## src/rtl/uart_tx_serializer_if.sv

```systemverilog
// Byte handshake between a producer and the UART transmit serializer.
interface uart_tx_serializer_if;
  logic [7:0] tx_dat;
  logic       tx_vld;
  logic       tx_rdy;

  modport master (output tx_dat, output tx_vld, input tx_rdy);
  modport slave  (input tx_dat, input tx_vld, output tx_rdy);
endinterface

```

## src/rtl/uart_tx_serializer.sv

```systemverilog
// 16550-style UART transmitter: one-entry holding register feeding a frame shifter
// clocked by 16x baud ticks; start, 5-8 data bits, optional parity, 1/1.5/2 stop bits.
module uart_tx_serializer (
  input  logic                        i_clk,
  input  logic                        i_rst,
  input  logic                        i_baudout_clk,
  uart_tx_serializer_if.slave         s_tx,
  input  logic [1:0]                  i_wls,
  input  logic                        i_stb,
  input  logic                        i_pen,
  input  logic                        i_eps,
  input  logic                        i_sp,
  input  logic                        i_bc,
  output logic                        o_txd,
  output logic                        o_tx_empty
);

  typedef enum logic [2:0] {S_IDLE, S_START, S_DATA, S_PARITY, S_STOP} state_t;

  state_t     r_state;
  logic [3:0] r_tick_cnt;
  logic [2:0] r_bit_idx;
  logic       r_baud_q;
  logic [7:0] r_thr;
  logic       r_thr_full;
  logic [7:0] r_sh;
  logic [1:0] r_wls;
  logic       r_stb;
  logic       r_pen;
  logic       r_par;
  logic       r_txd;
  logic       r_tx_empty;

  logic       w_tick;
  logic       w_bit_end;
  logic       w_stop_last;
  logic       w_load;
  logic       w_accept;
  logic       w_last_data;
  logic       w_par;
  logic [7:0] w_mask;
  logic [7:0] w_thr_m;

  assign w_tick    = i_baudout_clk & ~r_baud_q;
  assign w_bit_end = w_tick & (r_tick_cnt == 4'd15);

  // Second stop bit of a 5-bit word is cut to half length (1.5 stop bits).
  assign w_stop_last = (r_state == S_STOP) & w_tick &
                       (r_stb ? (r_bit_idx[0] & (r_tick_cnt == ((r_wls == 2'd0) ? 4'd7 : 4'd15)))
                              : (r_tick_cnt == 4'd15));

  assign w_load      = r_thr_full & ((r_state == S_IDLE) | w_stop_last);
  assign w_accept    = s_tx.tx_vld & ~r_thr_full;
  assign w_last_data = (r_bit_idx == ({1'b0, r_wls} + 3'd4));

  // Unused upper bits are zeroed so a full-byte XOR gives the parity of sent bits.
  assign w_mask  = ~(8'hE0 << i_wls);
  assign w_thr_m = r_thr & w_mask;
  assign w_par   = i_sp ? ~i_eps : (i_eps ? ^w_thr_m : ~^w_thr_m);

  assign s_tx.tx_rdy = ~r_thr_full;
  assign o_txd       = r_txd & ~i_bc;
  assign o_tx_empty  = r_tx_empty;

  always_ff @(posedge i_clk) begin
    r_baud_q <= i_baudout_clk;
    if (i_rst) begin
      r_state    <= S_IDLE;
      r_tick_cnt <= 4'd0;
      r_bit_idx  <= 3'd0;
      r_thr      <= 8'd0;
      r_thr_full <= 1'b0;
      r_sh       <= 8'd0;
      r_wls      <= 2'd0;
      r_stb      <= 1'b0;
      r_pen      <= 1'b0;
      r_par      <= 1'b0;
      r_txd      <= 1'b1;
      r_tx_empty <= 1'b1;
    end else begin
      r_tx_empty <= (r_state == S_IDLE) & ~r_thr_full;

      if (w_accept) begin
        r_thr      <= s_tx.tx_dat;
        r_thr_full <= 1'b1;
      end else if (w_load) begin
        r_thr_full <= 1'b0;
      end

      if (w_load) begin
        r_sh       <= w_thr_m;
        r_wls      <= i_wls;
        r_stb      <= i_stb;
        r_pen      <= i_pen;
        r_par      <= w_par;
        r_state    <= S_START;
        r_tick_cnt <= 4'd0;
        r_bit_idx  <= 3'd0;
        r_txd      <= 1'b0;
      end else begin
        case (r_state)
          S_IDLE: begin
            r_tick_cnt <= 4'd0;
            r_txd      <= 1'b1;
          end
          S_START: begin
            if (w_tick) r_tick_cnt <= r_tick_cnt + 4'd1;
            if (w_bit_end) begin
              r_state   <= S_DATA;
              r_bit_idx <= 3'd0;
              r_txd     <= r_sh[0];
            end
          end
          S_DATA: begin
            if (w_tick) r_tick_cnt <= r_tick_cnt + 4'd1;
            if (w_bit_end) begin
              if (!w_last_data) begin
                r_bit_idx <= r_bit_idx + 3'd1;
                r_txd     <= r_sh[r_bit_idx + 3'd1];
              end else if (r_pen) begin
                r_state <= S_PARITY;
                r_txd   <= r_par;
              end else begin
                r_state   <= S_STOP;
                r_bit_idx <= 3'd0;
                r_txd     <= 1'b1;
              end
            end
          end
          S_PARITY: begin
            if (w_tick) r_tick_cnt <= r_tick_cnt + 4'd1;
            if (w_bit_end) begin
              r_state   <= S_STOP;
              r_bit_idx <= 3'd0;
              r_txd     <= 1'b1;
            end
          end
          S_STOP: begin
            if (w_tick) begin
              if (w_stop_last) begin
                r_state    <= S_IDLE;
                r_tick_cnt <= 4'd0;
                r_txd      <= 1'b1;
              end else if (r_tick_cnt == 4'd15) begin
                r_tick_cnt <= 4'd0;
                r_bit_idx  <= 3'd1;
              end else begin
                r_tick_cnt <= r_tick_cnt + 4'd1;
              end
            end
          end
          default: begin
            r_state <= S_IDLE;
            r_txd   <= 1'b1;
          end
        endcase
      end
    end
  end

endmodule
```

## src/flat_wrapper.sv

```systemverilog
// flat-port wrapper written by rule: the top's interface ports become plain ports
module uart_tx_serializer_flat 
  (i_clk, i_rst, i_baudout_clk, i_wls, i_stb, i_pen, i_eps, i_sp, i_bc, o_txd, o_tx_empty, s_tx_tx_dat, s_tx_tx_vld, s_tx_tx_rdy);
  uart_tx_serializer_if s_tx_i ();
  input  logic i_clk;
  input  logic i_rst;
  input  logic i_baudout_clk;
  input  logic [1:0] i_wls;
  input  logic i_stb;
  input  logic i_pen;
  input  logic i_eps;
  input  logic i_sp;
  input  logic i_bc;
  output logic o_txd;
  output logic o_tx_empty;
  input wire logic [$bits(s_tx_i.tx_dat)-1:0] s_tx_tx_dat;
  input wire logic [$bits(s_tx_i.tx_vld)-1:0] s_tx_tx_vld;
  output wire logic [$bits(s_tx_i.tx_rdy)-1:0] s_tx_tx_rdy;
  assign s_tx_i.tx_dat = s_tx_tx_dat;
  assign s_tx_i.tx_vld = s_tx_tx_vld;
  assign s_tx_tx_rdy = s_tx_i.tx_rdy;
  uart_tx_serializer u_core (.i_clk(i_clk), .i_rst(i_rst), .i_baudout_clk(i_baudout_clk), .s_tx(s_tx_i), .i_wls(i_wls), .i_stb(i_stb), .i_pen(i_pen), .i_eps(i_eps), .i_sp(i_sp), .i_bc(i_bc), .o_txd(o_txd), .o_tx_empty(o_tx_empty));
endmodule
```

## config.mk

```make
export PLATFORM = sky130hd
export DESIGN_NAME = uart_tx_serializer_flat
export DESIGN_NICKNAME = d
export VERILOG_FILES = /design/src/rtl/uart_tx_serializer_if.sv /design/src/rtl/uart_tx_serializer.sv /design/src/flat_wrapper.sv
export SDC_FILE = /design/constraint.sdc
export NUM_CORES = 1
export LEC_CHECK = 0
export CAP_MARGIN = 5
export CORE_AREA = 2 2 66 68
export DETAILED_ROUTE_END_ITERATION = 10
export DIE_AREA = 0 0 68 70
export GPL_TIMING_DRIVEN = 1
export HOLD_SLACK_MARGIN = 0.12
export PLACE_DENSITY_LB_ADDON = 0.15
export SLEW_MARGIN = 10
export SYNTH_ARGS = -nofsm -noshare
export SYNTH_HDL_FRONTEND = slang
export SYNTH_SLANG_ARGS = --single-unit
```

## constraint.sdc

```tcl
create_clock -name i_clk -period 2.8 [get_ports i_clk]
set_input_delay 0.56 -clock i_clk [delete_from_list [all_inputs] [get_ports i_clk]]
set_output_delay 0.56 -clock i_clk [all_outputs]
set_load 0.02 [all_outputs]
```

After elaboration in Yosys (flattened, before gate mapping)
Index checks and enable logic that the tools add are counted.
- add/sub/neg operators: 3
- magnitude comparators: 1
- eq/ne operators: 25
- shift operators: 1
- mux-type cells: 39
- bitwise operators: 17
- reduce and logical (&&, ||, !) cells: 15
- operators by type and width (operator ; number):
    $mux W3 ; 14
    $reduce_and A7 Y1 ; 3
    $mux W4 ; 5
    $ne A2 B1 Y1 const B ; 9
    $ne A3 B1 Y1 const B ; 6
    $mux W1 ; 15
    $pmux W3 S5 ; 1
    $pmux W4 S3 ; 1
    $and A1 B1 Y1 ; 9
    $pmux W3 S3 ; 1
    $and A8 B8 Y8 ; 1
    $not A8 Y8 ; 1
    $reduce_xnor A8 Y1 ; 1
    $reduce_xor A8 Y1 ; 1
    $shl A8 B2 Y8 const A ; 1
    $eq A3 B2 Y1 const B ; 2
    $reduce_bool A3 Y1 ; 2
    $not A1 Y1 ; 5
    $reduce_and A5 Y1 ; 1
    $add A4 B1 Y4 const B ; 1
    $eq A4 B4 Y1 ; 1
    $eq A4 B4 Y1 const B ; 1
    $lt A3 B4 Y1 const B ; 1
    $ne A2 B2 Y1 const B ; 2
    other kinds (15) ; 16
- bits in registers: 35
- input bits: 19
- word-level logic and storage cells: 115

Logic depth before layout (Yosys ltp)
- depth after elaboration: 10
- mapped depth: 8
- gate-level depth less buffers: 6

Least setup slack after synthesis
Ideal clock, no wire load.
- kind: register -> register
- start: reg u_core.r_wls[0]
- end: reg u_core.r_par
- setup time: 0.096 ns
- data arrival time: 1.910 ns
- required time: 2.704 ns
- setup slack: 0.794 ns
- cell stages (with the launch flop): 6
- buffers on the path: 0
- period minus slack after synthesis: 2.006 ns
- cell sequence: dfxtp_1 > or3_1 > a211o_1 > a31o_1 > or4b_1 > o311ai_1
- cells in the longest elaborated chain, start to end: 8
- RTL lines (element ; line ; source):
    from (decl) ; uart_tx_serializer.sv:27 ; logic [1:0] r_wls;
    from (signal assigned) ; uart_tx_serializer.sv:92 ; r_wls <= i_wls;
    $logic_not A2 Y1 ; uart_tx_serializer.sv:49 ; (r_stb ? (r_bit_idx[0] & (r_tick_cnt == ((r_wls == 2'd0) ? 4'd7 : 4'd15)))
    $mux W4 ; uart_tx_serializer.sv:49 ;
    $eq A4 B4 Y1 ; uart_tx_serializer.sv:49 ;
    $and A1 B1 Y1 ; uart_tx_serializer.sv:49 ;
    $mux W1 ; uart_tx_serializer.sv:49 ;
    $and A1 B1 Y1 ; uart_tx_serializer.sv:48 ; assign w_stop_last = (r_state == S_STOP) & w_tick &
    $or A1 B1 Y1 ; uart_tx_serializer.sv:52 ; assign w_load = r_thr_full & ((r_state == S_IDLE) | w_stop_last);
    $and A1 B1 Y1 ; uart_tx_serializer.sv:52 ;
    to (signal assigned) ; uart_tx_serializer.sv:95 ; r_par <= w_par;
    to (decl) ; uart_tx_serializer.sv:30 ; logic r_par;
Every way passes these cells.
A chain may end at the register's enable or synchronous reset.

Final worst setup path
- start: in i_baudout_clk
- end: reg u_core.r_par
- cells in the longest elaborated chain, start to end: 5
- RTL lines (element ; line ; source):
    from (decl) ; flat_wrapper.sv:7 ; input logic i_baudout_clk;
    $and A1 B1 Y1 ; uart_tx_serializer.sv:44 ; assign w_tick = i_baudout_clk & ~r_baud_q;
    $and A1 B1 Y1 (2 in a row) ; uart_tx_serializer.sv:48 ;
    $or A1 B1 Y1 ; uart_tx_serializer.sv:52 ;
    $and A1 B1 Y1 ; uart_tx_serializer.sv:52 ;
Every way passes these cells.

==> flow_summary.ini <==
[status]
status = completed

[sta]
timing.final.crit_period_ns = 2.239
timing.slew.headroom_pct = 67.57
setup_ws_ns = 0.5606
timing_worst_slew_pin_value_ns = 0.4836
maxSlewViolCount = 0
worst_clock_skew_ns = 0.005134
period_share_pct = 79.98
hold_ws_ns = 0.4525
timing.fmax_mhz = 446.6
setup_tns_ns = 0
final-hold-violation-count = 0
setup_viol = 0
rsz0062_at_grt = false

[power_and_ir_drop]
power_density_nw_per_um2 = 494.8
p_total_mw = 1.075
leakagePower_nw = 0.7812
worst_ir_drop_vdd_mv = 0.2554

[floorplan]
die_y_um = 70
core_area_sq_um = 4144
initial_core_util_pct = 43.48
die-area_sq_um = 4760
num_rows = 24
chipWidth_um = 68
ios = 22

[setup_path]
start_kind = input pin
critPathMaxFanout = 6
criticalPathCategory = input pin to flop
cp_slowest_stage_delay_ns = 0.54
cp_slowest_cell = or4b_1
cp.arrival_ns = 2.43
reg2regPathDepth = 5
path_cells = clkdlybuf4s50_1, nand2b_1, a211o_1, a31o_1, or4b_1, o311ai_1
critPathCaptureType = flop
required_ns = 2.99

[yosys]
syn_area_per_cell_sq_um = 8.499
syn_inst = 212
synth_nets = 233
ys_ff_latch = 35
ys_seq_area_share_pct = 38.89
yosysWarnings = 0
ys_async_sr_fraction_pct = 0
synthFlopType = dfxtp_1
syn-cell-area_sq_um = 1802
yosysUniqueCellTypes = 47
synth_edf_count = 0

[clock_tree]
cts_buffers = 5
cts_num_sinks = 35
cts.path.max_buffers = 2
clk_latency_ns = 0.30
postCtsSetupBuffers = 0
holdBufCountCts = 0
clkTransAtPathRegs_ns = 0.08
h-tree-depth = 2
cts.repair.resized = 0
cts_tree = yes
root_buffer = clkbuf_8

[global_route]
grt_pass1_vias = 1496
grt_antenna_before_repair = 0
grt_usage_pct = 19.12
grt_max_degree = 20
grt_remaining_overflow = 0
grt_pass1_wl_um = 6893

[finish]
fin_util_pct = 52.45
syn2layout_area_growth_pct = 20.62
n_antenna_cell = 0
drive_gt1_share_pct = 6.751
final_nets = 257
final_common_cell = dfxtp_1
layout_common_cells = dfxtp_1, nand2_1, clkdlybuf4s50_1

[placed_design]
place_ws_ns = 0.2909
gpl.final_weighted_congestion = 0.8268
dp_hpwl_um = 2876
port_buffers = 21

[route]
drtPass1Iterations = 4
num_vias = 1609
drc_errors = 0
wl_per_cell_um = 14.12
drtIter0Drc = 66
avgViaCountPerCell = 5.567
drt_wl_total_um = 4080
ant_nets = 0

[flow_run]
maxCapViolations = 0

[worst_hold_path]
hold_path_depth = 2
hp-class = flop to flop
## final timing paths
| check | from | to | slack, ns |
|---|---|---|---|
| worst max register to register | u_core.r_wls[0] | u_core.r_par | 0.64 |
| worst min register to register | u_core.r_sh[4] | u_core.r_sh[4] | 0.45 |
| worst min-delay path | u_core.r_sh[4] | u_core.r_sh[4] | 0.45 |
| worst max-delay path | i_baudout_clk | u_core.r_par | 0.56 |
## cell usage after synthesis, types with 2 or more instances
master,n,area [sq um]
a21oi_1,20,100.1
nor4_1,2,12.51
ha_1,2,25.02
o31ai_1,2,15.01
xnor2_1,4,35.03
a41oi_1,2,17.52
dfxtp_1,35,700.7
nor2_1,17,63.81
o211ai_1,2,15.01
nand4_1,4,25.02
nor4bb_1,3,30.03
mux4_2,2,45.04
inv_1,7,26.28
nand3_1,6,30.03
nor3b_1,2,15.01
a211oi_1,6,45.04
mux2i_1,11,110.1
nor3_1,6,30.03
o21ai_0,7,35.03
clkbuf_1,8,30.03
nand2_1,28,105.1
xor2_1,4,35.03
and3_1,3,18.77
nor2b_1,6,37.54
## worst max-delay path, delay by kind of cell
family	cells	cell delay, ns
and+or+nand+nor	2	0.64
buffers and inverters	1	0.50
AOI/OAI and AO/OA	3	0.73
## power breakdown
part           internal (mW)  leakage [nW]  switching, mW
Clock                  0.178        0.0443          0.207
Combinational         0.0769         0.452         0.0760
Sequential             0.518         0.285         0.0197
Total                  0.773         0.781          0.303
## stage by stage
stage | instances | area, sq um
detailed placement | 281 | 2079
global placement | 281 | 2079
global route | 289 | 2173
CTS | 289 | 2173
floorplan | 212 | 1802
finish | 289 | 2173
## flip-flops by register name, indices dropped and copies added (netlist names)
signal             count
u_core.r_txd           1
u_core.r_stb           1
u_core.r_wls           2
u_core.r_thr           8
u_core.r_state         3
u_core.r_bit_idx       3
u_core.r_thr_full      1
u_core.r_tick_cnt      4
u_core.r_pen           1
u_core.r_baud_q        1
u_core.r_par           1
u_core.o_tx_empty      1
u_core.r_sh            8
## layer usage
| layer | track usage [%] | share of wire, % | vias up |
|---|---|---|---|
| met1 | 25.25 | 47 | 748 |
| met3 | 5.153 | 4.0 | 5 |
| met2 | 29.13 | 48 | 33 |
| met5 | 0 | 0 | - |
| li1 | - | - | 823 |
| met4 | 7.778 | 1.5 | 0 |
## logic make-up after synthesis
| logic type | share of synthesized area, % |
|---|---|
| adder cells (fa/ha/maj) | 1.944 |
| multiplexers | 8.611 |
| XOR/XNOR | 5.138 |
| flip-flops | 38.89 |
| AND/OR/NAND/NOR | 23.89 |
| buffers and inverters | 3.403 |
| AO/OA/AOI/OAI | 18.13 |
## area by class of cell
cell class / count / area, sq um
Clock buffer: 5 / 68.82
Clock inverter: 3 / 25.02
Fill cell: 413 / 1971
Inverter: 7 / 26.28
Multi-Input combinational cell: 161 / 1040
Sequential cell: 35 / 700.7
Tap cell: 52 / 65.06
Timing Repair Buffer: 26 / 247.7
Power figures use the tool's default switching activity.
